==> src/rtl/shift_add_multiplier.sv <==
// ============================================================================
// Module  : shift_add_multiplier
// Brief   : Sequential unsigned shift-add multiplier (WIDTH x WIDTH -> 2*WIDTH).
//           Optional macro MULT_EARLY_TERM_EN ends the run once the multiplier
//           has no set bits left.
// Revision: 1.0 - initial release
// ============================================================================
`default_nettype none

module shift_add_multiplier #(
  parameter int WIDTH = 4
) (
  input  logic               CLK,
  input  logic               RST,
  input  logic               START,
  input  logic [WIDTH-1:0]   A,
  input  logic [WIDTH-1:0]   B,
  output logic               BUSY,
  output logic               DONE,
  output logic [2*WIDTH-1:0] P
);

  localparam int PW = 2 * WIDTH;
  localparam int CW = $clog2(WIDTH + 1);

  typedef enum logic [1:0] {
    S_IDLE = 2'd0,
    S_RUN  = 2'd1,
    S_DONE = 2'd2
  } state_t;

  state_t          state_q, state_d;
  logic [PW-1:0]   mcand_q, mcand_d;
  logic [WIDTH-1:0] mult_q, mult_d;
  logic [PW-1:0]   acc_q,   acc_d;
  logic [CW-1:0]   cnt_q,   cnt_d;
  logic [PW-1:0]   p_q,     p_d;

  logic [PW-1:0]   sum;
  logic            last;

  always_comb begin
    state_d = state_q;
    mcand_d = mcand_q;
    mult_d  = mult_q;
    acc_d   = acc_q;
    cnt_d   = cnt_q;
    p_d     = p_q;
    sum     = acc_q + (mult_q[0] ? mcand_q : '0);
`ifdef MULT_EARLY_TERM_EN
    // cnt remains a backstop; the shifted-out multiplier usually ends first
    last    = (cnt_q == CW'(1)) || (mult_q[WIDTH-1:1] == '0);
`else
    last    = (cnt_q == CW'(1));
`endif

    case (state_q)
      S_IDLE, S_DONE: begin
        if (START) begin
          mcand_d = {{WIDTH{1'b0}}, A};
          mult_d  = B;
          acc_d   = '0;
          cnt_d   = CW'(WIDTH);
          state_d = S_RUN;
        end else begin
          state_d = S_IDLE;
        end
      end
      S_RUN: begin
        acc_d   = sum;
        mcand_d = mcand_q << 1;
        mult_d  = mult_q >> 1;
        cnt_d   = cnt_q - CW'(1);
        if (last) begin
          p_d     = sum;
          state_d = S_DONE;
        end
      end
      default: state_d = S_IDLE;
    endcase
  end

  always_ff @(posedge CLK) begin
    if (RST) begin
      state_q <= S_IDLE;
      mcand_q <= '0;
      mult_q  <= '0;
      acc_q   <= '0;
      cnt_q   <= '0;
      p_q     <= '0;
    end else begin
      state_q <= state_d;
      mcand_q <= mcand_d;
      mult_q  <= mult_d;
      acc_q   <= acc_d;
      cnt_q   <= cnt_d;
      p_q     <= p_d;
    end
  end

  assign BUSY = (state_q == S_RUN);
  assign DONE = (state_q == S_DONE);
  assign P    = p_q;

endmodule

`default_nettype wire

==> config.mk <==
export PLATFORM = sky130hd
export DESIGN_NAME = shift_add_multiplier
export DESIGN_NICKNAME = d
export VERILOG_FILES = /design/src/rtl/shift_add_multiplier.sv
export SDC_FILE = /design/constraint.sdc
export NUM_CORES = 1
export LEC_CHECK = 0
export CAP_MARGIN = 0
export CORE_MARGIN = 10
export CORE_UTILIZATION = 60
export CTS_BUF_LIST = sky130_fd_sc_hd__clkbuf_8
export DETAILED_ROUTE_END_ITERATION = 8
export DONT_BUFFER_PORTS = 1
export PLACE_DENSITY = 0.81
export SYNTH_ARGS = -nofsm -noshare
export SYNTH_HDL_FRONTEND = slang
export SYNTH_SLANG_ARGS = --single-unit
export TNS_END_PERCENT = 5
==> constraint.sdc <==
create_clock -name CLK -period 2.1 [get_ports CLK]
set_input_delay 0.63 -clock CLK [delete_from_list [all_inputs] [get_ports CLK]]
set_output_delay 0.63 -clock CLK [all_outputs]
set_load 0.01 [all_outputs]
==> results.md <==
- Result of the run: finished, final reports clean
- Number of optimization iterations in the first detailed-route pass: 5
- Startpoint types: flip-flop
- Total vias in the final route: ~1.5k
- Area share of the largest cell type after synthesis: 0.3860
- ANT nets after route: 0
- Reg clk slew, reported paths: 70 ps
- Worst hold-check path type: primary input to flip-flop
- Worst R2R Start: mcand_q[0]
- Average wire per standard cell: about 17 um
- Top post-synthesis cells by area: sky130_fd_sc_hd__dfxtp_1 (39%), sky130_fd_sc_hd__ha_1 (6.6%), sky130_fd_sc_hd__nor2_1 (6.4%)
- Vias in the first global route: 1,480
- Worst setup path category: flip-flop to flip-flop
- Slew HR: 0.6810
- RR Endpoint: acc_q[6]
- Lkg Pwr: ~0.75 nW
- Total gr overflow: 0
- Highest clock rate: ~0.51 GHz
- Layout Cell Area excl Fill: between 0.0015 and 0.002 mm^2
- Number of port buffers: 0
- Power per Cell Area: about 760 mW/mm^2
- Maxcap violations: 0
- Data required, critical path: roughly 2300 ps
- Die boundary width: between 70 and 80 um
- Total of fill cells in the finished design: between 200 and 250
- Last weighted congestion value of the routability-driven placer: between 0.8 and 0.9
- First-pass GRT wire length: about 6.6 mm
- IO Pins: 21
- Least-Margin Pin Slew: around 480 ps
- Core outline area: 0.002734 mm^2
- TritonCTS Buffers: 5
- Largest driver fanout on the critical path: 3
- R2R cell count: 8
- Clock period minus worst slack: ~2000 ps
- Count of pins over their slew limit: 0
- Setup Fix Bufs, Post-CTS: 0
- Standard-cell row count: 19
- Clock latency on the worst-skew pair: roughly 290 ps
- Power Internal: approximately 1.1 mW
- Total Die Area: about 0.0054 mm^2
- Floorplan die height: roughly 73 um
- Delay of the slowest critical-path stage: roughly 400 ps
- R2r setup slk: between 100 and 150 ps
- Hold buffers post-CTS: 0
- Net count of the finished layout: ~220
- Library cells used by synthesis: 48
- Post-synth design cell area: roughly 0.0017 mm^2
- Largest net degree at the start of global routing: 32
- Final Hold Violating Endpoints: 0
- Drt via density: 6.313
- Share of layout cells above drive strength 1: 0.1307
- Clock tree from TritonCTS: yes
- Number of enable flip-flop cells after synthesis: 0
- Least setup slack across all paths after layout: 141.0 ps
- Net switching power of the design: roughly 360 uW
- Non-filler cells, final: 230
- Net Sw Frac: 0.2506
- Worst-case hold path end point: P[7]
- Post-synthesis async set-or-reset flop share: 0
- Routed WL: 3.863 mm
- Hold path depth: 1
- Clock Root Buffer: sky130_fd_sc_hd__clkbuf_8
- Fraction of power consumed by combinational cells: 0.104
- Post-synthesis instance total: around 190
- Antenna diode instance count: 0
- Leading area contributor after synthesis: sky130_fd_sc_hd__dfxtp_1
- Predominant post-synthesis flop cell: sky130_fd_sc_hd__dfxtp_1
- Final total negative setup slack: 0 ps
- Synth warnings: 0
- Worst setup slack before clock tree synthesis: around 150 ps
- Number of synthesized register bits: 33
- Setup repair after global routing missed its margin: false
- Placed wire-length estimate: ~2.9 mm
- Clock power share: 0.424
- Flop pwr share: 0.472
- Number of antenna violations at the first check in global routing: 0
- Total power: around 1.4 mW
- Starting density of the core: 0.6261
- Inst Count DP: roughly 220
- Total nets after synthesis: around 220
- CTS sink cnt: 33
- Layout Area Growth over Synthesis: 9.064%
- Kind of end point of the critical path: flip-flop
- Crit path arrival time: roughly 2100 ps
- Total of endpoints with negative setup slack in the final report: 0
- Final period utilization: 0.9329
- Peak ir drop on the vdd network: between 1 and 1.5 mV
- Critical-path cell list: and2_1 -> ha_1 -> inv_1 -> fa_1 -> nor2b_1 -> o31ai_2 -> a211oi_2 -> o22ai_1
- Post-synthesis sequential area ratio: 0.3860
- Syn_area_per_cell: between 8 and 9 um^2
- Startpoint of the worst hold path: RST
- Maximum root-to-sink buffer count: 2
- Count of routing violations after the opening detailed-route iteration: 146
- Placement-stage cell area: about 0.0018 mm^2
- Clk_skew: 8.051 ps
- Total routing resource utilization after global routing: 0.1521
- DRC Markers: 0
- Clock H-tree levels: 2
- Cts repair resizes: 0
- Cell type of the slowest stage on the worst timing path: sky130_fd_sc_hd__fa_1
[worst max path at each step]
stage               end  depth (start not counted)  slack, ps  startpoint
5_1_grt        acc_q[6]                          8         10  mcand_q[0]
2_1_floorplan  acc_q[6]                          8        180   mult_q[0]
6_report       acc_q[6]                          8        140  mcand_q[0]
3_5_place_dp   acc_q[6]                          7        150   mult_q[0]
3_3_place_gp   acc_q[6]                          7        240   mult_q[0]
4_1_cts        acc_q[6]                          7        130   mult_q[0]
[sequential cells by signal, summed over array words and instances (netlist names)]
| name | cells |
|---|---|
| mcand_q | 8 |
| state_q | 2 |
| mult_q | 4 |
| acc_q | 8 |
| cnt_q | 3 |
| P | 8 |
[synthesized netlist by cell type (all sizes together), types with 4 or more instances]
cell and number:
dfxtp 33, nor2 30, nand2 12, a21oi 11
a211oi 10, ha 9, inv 9, a22oi 8
buf 7, nand3 7, and2 6, mux2i 6
nand4 4, nor2b 4, or2 4
[cells by family after synthesis]
logic type / share of synthesized area
xor gates and xnor gates: 0.02047
AOI/OAI and AO/OA: 0.2193
DFF: 0.3860
adders and majority gates: 0.07749
and+or+nand+nor: 0.2164
muxes: 0.03509
buffers and inverters: 0.04532
[power groups by stage]
stage               Clock [mW]  Sequential, mW  Combinational [mW]
global placement             0           0.683               0.138
detailed placement           0           0.684               0.145
CTS                      0.614           0.670               0.146
floorplan                    0           0.681               0.115
global route             0.641           0.673               0.164
finish                   0.602           0.670               0.147
[final cells by class]
type,count,area [um^2],share of cell area
Multi-Input combinational cell,143,973.4,0.5214
Sequential cell,33,660.6,0.3539
Clock buffer,5,68.82,0.03686
Clock inverter,3,46.29,0.02480
Timing Repair Buffer,6,45.04,0.02413
Tap cell,31,38.79,0.02078
Inverter,9,33.78,0.01810
[per-layer routing]
| layer | up-vias | track usage | share of wire |
|---|---|---|---|
| met5 | - | 0 | 0 |
| met4 | 0 | 0.06418 | 0.018 |
| met3 | 12 | 0.06460 | 0.078 |
| met2 | 37 | 0.2607 | 0.51 |
| met1 | 705 | 0.1591 | 0.40 |
| li1 | 698 | - | - |
[cells in the final DEF (no fill, tap or decap), types with 2 or more instances in the layout]
master                      Yosys  final
sky130_fd_sc_hd__dfxtp_1       33     33
sky130_fd_sc_hd__nor2_1        29     29
sky130_fd_sc_hd__nand2_1       12     12
sky130_fd_sc_hd__a21oi_1       10     10
sky130_fd_sc_hd__ha_1           9      9
sky130_fd_sc_hd__inv_1          8      8
sky130_fd_sc_hd__a211oi_1       8      8
sky130_fd_sc_hd__a22oi_1        8      8
sky130_fd_sc_hd__nand3_1        7      7
sky130_fd_sc_hd__and2_1         6      6
sky130_fd_sc_hd__mux2i_1        6      6
sky130_fd_sc_hd__buf_4          1      6
sky130_fd_sc_hd__clkbuf_8       0      5
sky130_fd_sc_hd__nor2b_1        4      4
sky130_fd_sc_hd__nand4_1        4      4
sky130_fd_sc_hd__o21a_1         3      3
sky130_fd_sc_hd__nand2b_1       2      2
sky130_fd_sc_hd__o21ai_0        2      2
sky130_fd_sc_hd__or2_2          2      2
sky130_fd_sc_hd__o2111ai_1      2      2
sky130_fd_sc_hd__o211ai_1       2      2
sky130_fd_sc_hd__or2_1          2      2
sky130_fd_sc_hd__xor2_1         2      2
sky130_fd_sc_hd__xnor2_1        2      2
[metrics by stage]
stage | utilization | hold WS, ps
final | 0.6828 | 400.6
after detailed placement | 0.6407 | 457.7
after CTS | 0.6828 | 398.7
after global placement | 0.6407 | 444.7
after global routing | 0.6828 | 388.7
after floorplan | - | 440.6
[worst max-delay path: cells and delay by family (launching register included)]
kind            cells  cell delay (ps)
buf+inv             1               60
simple gates        2              380
flops               1              350
fa+ha+maj           2              550
compound gates      3              500
Power figures use the tool's default switching activity.
